$ cat src/rtl/peakfinder.sv
// Streaming local-maximum detector: reports d1 when d1 > d2 and d1 >= the incoming sample.
// Optional minimum peak level enabled by defining PEAKFINDER_THRESH_EN.
module peakfinder #(
   parameter int unsigned               DATA_W      = 16,
   parameter int unsigned               NUM_SAMPLES = 42,
   parameter logic signed [DATA_W-1:0]  THRESH      = '0
) (
   input  logic              clk,
   input  logic              rst,
   input  logic              ready,
   input  logic [DATA_W-1:0] in_data,
   output logic [DATA_W-1:0] out_data,
   output logic              send_data,
   output logic              stop
);

   // Counter must hold NUM_SAMPLES and the constant 2 used by the history check.
   localparam int unsigned CNT_W = (NUM_SAMPLES < 3) ? 2 : int'($clog2(NUM_SAMPLES + 1));

`ifdef PEAKFINDER_THRESH_EN
   localparam bit THRESH_EN = 1'b1;
`else
   localparam bit THRESH_EN = 1'b0;
`endif

   logic [DATA_W-1:0] d1_q, d1_d;
   logic [DATA_W-1:0] d2_q, d2_d;
   logic [CNT_W-1:0]  cnt_q, cnt_d;
   logic [DATA_W-1:0] out_data_q, out_data_d;
   logic              send_data_q, send_data_d;
   logic              stop_q, stop_d;

   logic accept;
   logic hist_valid;
   logic last_sample;
   logic local_max;
   logic above_thresh;
   logic peak;

   always_comb begin
      accept       = ready && !stop_q;
      hist_valid   = (cnt_q >= CNT_W'(2));
      last_sample  = (cnt_q == CNT_W'(NUM_SAMPLES - 1));
      local_max    = ($signed(d1_q) > $signed(d2_q)) && ($signed(d1_q) >= $signed(in_data));
      above_thresh = !THRESH_EN || ($signed(d1_q) > THRESH);
      peak         = accept && hist_valid && local_max && above_thresh;
   end

   // Next-state: everything holds unless a sample is accepted; send_data is a one-cycle pulse.
   always_comb begin
      d1_d        = d1_q;
      d2_d        = d2_q;
      cnt_d       = cnt_q;
      out_data_d  = out_data_q;
      send_data_d = 1'b0;
      stop_d      = stop_q;

      if (accept) begin
         d2_d  = d1_q;
         d1_d  = in_data;
         cnt_d = cnt_q + CNT_W'(1);
         if (last_sample) begin
            stop_d = 1'b1;
         end
         if (peak) begin
            out_data_d  = d1_q;
            send_data_d = 1'b1;
         end
      end
   end

   always_ff @(posedge clk) begin
      if (rst) begin
         d1_q        <= '0;
         d2_q        <= '0;
         cnt_q       <= '0;
         out_data_q  <= '0;
         send_data_q <= 1'b0;
         stop_q      <= 1'b0;
      end else begin
         d1_q        <= d1_d;
         d2_q        <= d2_d;
         cnt_q       <= cnt_d;
         out_data_q  <= out_data_d;
         send_data_q <= send_data_d;
         stop_q      <= stop_d;
      end
   end

   assign out_data  = out_data_q;
   assign send_data = send_data_q;
   assign stop      = stop_q;

endmodule

$ cat config.mk
export PLATFORM = sky130hd
export DESIGN_NAME = peakfinder
export DESIGN_NICKNAME = d
export VERILOG_FILES = /design/src/rtl/peakfinder.sv
export SDC_FILE = /design/constraint.sdc
export NUM_CORES = 1
export LEC_CHECK = 0
export ABC_AREA = 1
export CAP_MARGIN = 20
export CORE_AREA = 2 2 91 93
export CTS_BUF_LIST = sky130_fd_sc_hd__clkbuf_4 sky130_fd_sc_hd__clkbuf_8 sky130_fd_sc_hd__clkbuf_16
export DETAILED_ROUTE_END_ITERATION = 7
export DIE_AREA = 0 0 93 95
export PLACE_DENSITY = 0.69
export SETUP_SLACK_MARGIN = 0.2
export SYNTH_ARGS = -nofsm -noshare
export SYNTH_HDL_FRONTEND = slang
export SYNTH_SLANG_ARGS = --single-unit
$ cat constraint.sdc
create_clock -name clk -period 4.1 [get_ports clk]
set_clock_uncertainty 0.15 [all_clocks]
set_input_delay 0.82 -clock clk [delete_from_list [all_inputs] [get_ports clk]]
set_output_delay 0.82 -clock clk [all_outputs]
set_load 0.01 [all_outputs]
==> results.md <==
* Sw Ratio at 0.314
* Per-cell routed wire length at 11.0 um
* CP Data Required Time at 4170 ps
* Finished Layout Cells at 553
* # Post-CTS Setup Buffers at 0
* CTS tree: built
* Worst setup margin at 1170 ps
* Fin crit share at 0.716
* Final setup fails at 0
* Worst path cell trace: clkdlybuf4s50_1 -> inv_1 -> ha_1 -> nand2_1 -> nor2_2 -> nand2_1 -> nor2_2 -> nand2_1 -> nand2_1 -> nor2_1 -> nand2_1 -> nand3_4 -> a21oi_1 -> nor2_1
* Mean Syn Cell Area at 7.30 um^2
* Largest family of logic cells by synthesized area: simple AND/OR/NAND/NOR gates
* Layout cells sized above 1 at 0.0446
* Largest net degree at the start of global routing at 68
* Hold buffers post-CTS at 0
* Register area share after synthesis at 0.366
* Part of the power in registers at 0.509
* Tot GR Track Use at 0.150
* XOR/XNOR Fraction of Synth Area at 0
* Most frequent cell after synthesis: inv_1
* Async SR Flop Fraction at 0
* Ant. Diodes at 0
* Flops & latches, synth at 56
* Top cell family by delay on the critical path: simple AND/OR/NAND/NOR gates
* Routed Antenna Nets at 0
* Die X-Extent at 93 um
* Pwr per Cell Area at 333 nW/um^2
* Crit Path Class: in -> reg
* Reg2reg start: d1_q[15]
* Final GP Congestion at 0.785
* Crit. End Element: flop
* Max-cap viol count at 0
* Vias in the first global route at 2358
* Overflow after GRT at 0
* # IOs at 37
* Synth Warn # at 0
* Reg clk slew, reported paths at 110 ps
* First-pass GRT wire length at 10.6 mm
* Violation count after the first detailed-routing iteration at 106
* Fin crit period at 2930 ps
* Worst Tran Pin Value at 683 ps
* Status: completed
* Netlist cell types at 26
* Clock Power Share at 0.261
* Critical path launch point type: input pin
* Biggest area consumer among synthesized cells: dfxtp_1
* Via count at 2614
* HPWL Detailed at 4.58 mm
* Synth area leaders: dfxtp_1 (37%), ha_1 (14%), a21oi_1 (10%)
* Die height at 95 um
* Synth Area in Compound Gates at 0.171
* Remaining DRCs at 0
* Number of synthesized flops with an enable pin at 0
* Mapped Cells at 420
* Worst relative slew slack at 0.543
* Hold_sp: d2_q[8]
* Syn nets at 474
* Setup tns final at 0 ps
* Crit path from: in_data[15]
* Buffers & Inverters on Critical Path at 2
* Final net count at 501
* Dpl ws at 820 ps
* PortBufs at 36
* Mux contribution to synthesized area at 0
* Clock tree buffer depth at 2
* RSZ-0062 raised after global routing: false
* Core ar. at 7930 um^2
* Fmax at 0.341 GHz
* Post-synth top area share at 0.366
* Resized cells post-CTS at 0
* Simple-gate area share of the yosys netlist at 0.193
* CTS Buf Count at 5
* Worst-Skew Late Latency at 320 ps
* Rows at 33
* Ys flop type: dfxtp_1
* DR vias/cell at 4.73
* Antenna violations before repair at 0
* DIE AREA at 8840 um^2
* P_int at 812 uW
* Placed Cells at 545
* Worst EP arrival at 3000 ps
* Comb pwr share at 0.230
* CP dominant cell by count: nand2_1
* CTS Sinks at 56
* Synth-to-layout area growth at 15.8%
* DR pass1 iterations at 8
* Root buffer cell: clkbuf_8
* Hold crit path type: reg -> reg
* Biggest cell delay along the critical path at 490 ps
* Worst vdd ir at 0.000176 V
* Starting Density at 0.387
* Post-Syn Area at 3060 um^2
* Final Hold Fails at 0
* P_leak at 0.00161 uW
* P_sw at 371 uW
* Fin. max-slew vios at 0
* H-tree levels at 2
* Adder-cell share of the synthesized area at 0.143
* Critical path peak fanout at 33
* Commonest cells in the netlist: inv_1 (72), nand2_1 (69), a21oi_1 (61), dfxtp_1 (56), o21ai_0 (37)
* Final wirelength at 6.09 mm
* Slowest cell on crit path: clkdlybuf4s50_1
-- per-layer routing --
metal  up-vias  GRT usage  wire [um]
met1      1146      0.204       3140
met4         0     0.0478         97
met2        52      0.239       2580
met3         8     0.0319        273
met5         -          0          0
li1       1408          -          -
-- path summary, 6_finish.rpt --
| path | to | slack [ps] | cells past startpoint |
|---|---|---|---|
| hold / removal | d2_q[8] | 310 | 2 |
| setup / recovery | out_data[7] | 1170 | 14 |
| hold reg to reg | d2_q[8] | 310 | 2 |
| setup reg to reg | out_data[11] | 1580 | 13 |
-- cell type report --
class | instances | area [um^2]
fillers | 834 | 4380
multi-input cells | 274 | 1560
flip-flops and latches | 56 | 1120
repair buffers | 38 | 375
inverters | 72 | 270
well taps | 105 | 131
clock buffers | 5 | 68.8
clock inverters | 3 | 23.8
-- power by group through the flow --
stage / combinational (uW) / clock, uW / sequential (uW)
2_1_floorplan: 201 / 0 / 615
3_3_place_gp: 266 / 0 / 614
3_5_place_dp: 274 / 0 / 615
4_1_cts: 275 / 321 / 602
5_1_grt: 318 / 341 / 607
6_report: 272 / 309 / 602
-- placed cells by master, fill, tap and decap left out --
| cell | instances |
|---|---|
| clkdlybuf4s50_1 | 36 |
| a21o_1 | 1 |
| clkinvlp_4 | 2 |
| o21ai_0 | 37 |
| nor3_1 | 3 |
| nand2_1 | 68 |
| clkbuf_8 | 5 |
| nand4_1 | 2 |
| o21ai_1 | 1 |
| nor3b_1 | 1 |
| buf_4 | 2 |
| inv_1 | 72 |
| dfxtp_1 | 56 |
| a31oi_1 | 1 |
| a21oi_1 | 61 |
| o21bai_1 | 1 |
| nor2_2 | 5 |
| a21oi_2 | 1 |
| nor2_1 | 28 |
| nor4_1 | 1 |
| clkinv_4 | 1 |
| nand2_2 | 2 |
| nor2_4 | 1 |
| nand3_1 | 24 |
| ha_1 | 35 |
| nand3_4 | 1 |
-- cells by family (layout without fill, tap and decap cells) --
logic type / Yosys count / in the layout
DFF: 56 / 56
and+or+nand+nor: 136 / 136
buffers and inverters: 90 / 118
AOI/OAI and AO/OA: 103 / 103
adders and majority gates: 35 / 35
-- through the flow --
stage               hold WS, ps   util  power, uW  area, um^2
floorplan                   283      -        816        3060
global placement            293  0.436        880        3460
detailed placement          300  0.436        889        3460
CTS                         315  0.448       1200        3550
global route                326  0.448       1270        3550
finish                      309  0.448       1180        3550
-- worst reg2reg max path: stages, from the launching register on --
cell     delay [ps]
dfxtp_1         350
ha_1            370
nand2_1         130
inv_1            40
nand2_1          60
nand2_1          50
a21oi_1         180
inv_1            60
nor2_1          110
nor2_2           60
nor2_4          550
nand3_1         160
nand2_1         110
nor2_1           40
-- sequential cells by signal, summed over array words and instances (netlist names) --
signal     count
d2_q          16
stop           1
cnt_q          6
d1_q          16
out_data      16
send_data      1
Note: power is estimated with default switching activity, not from simulation.
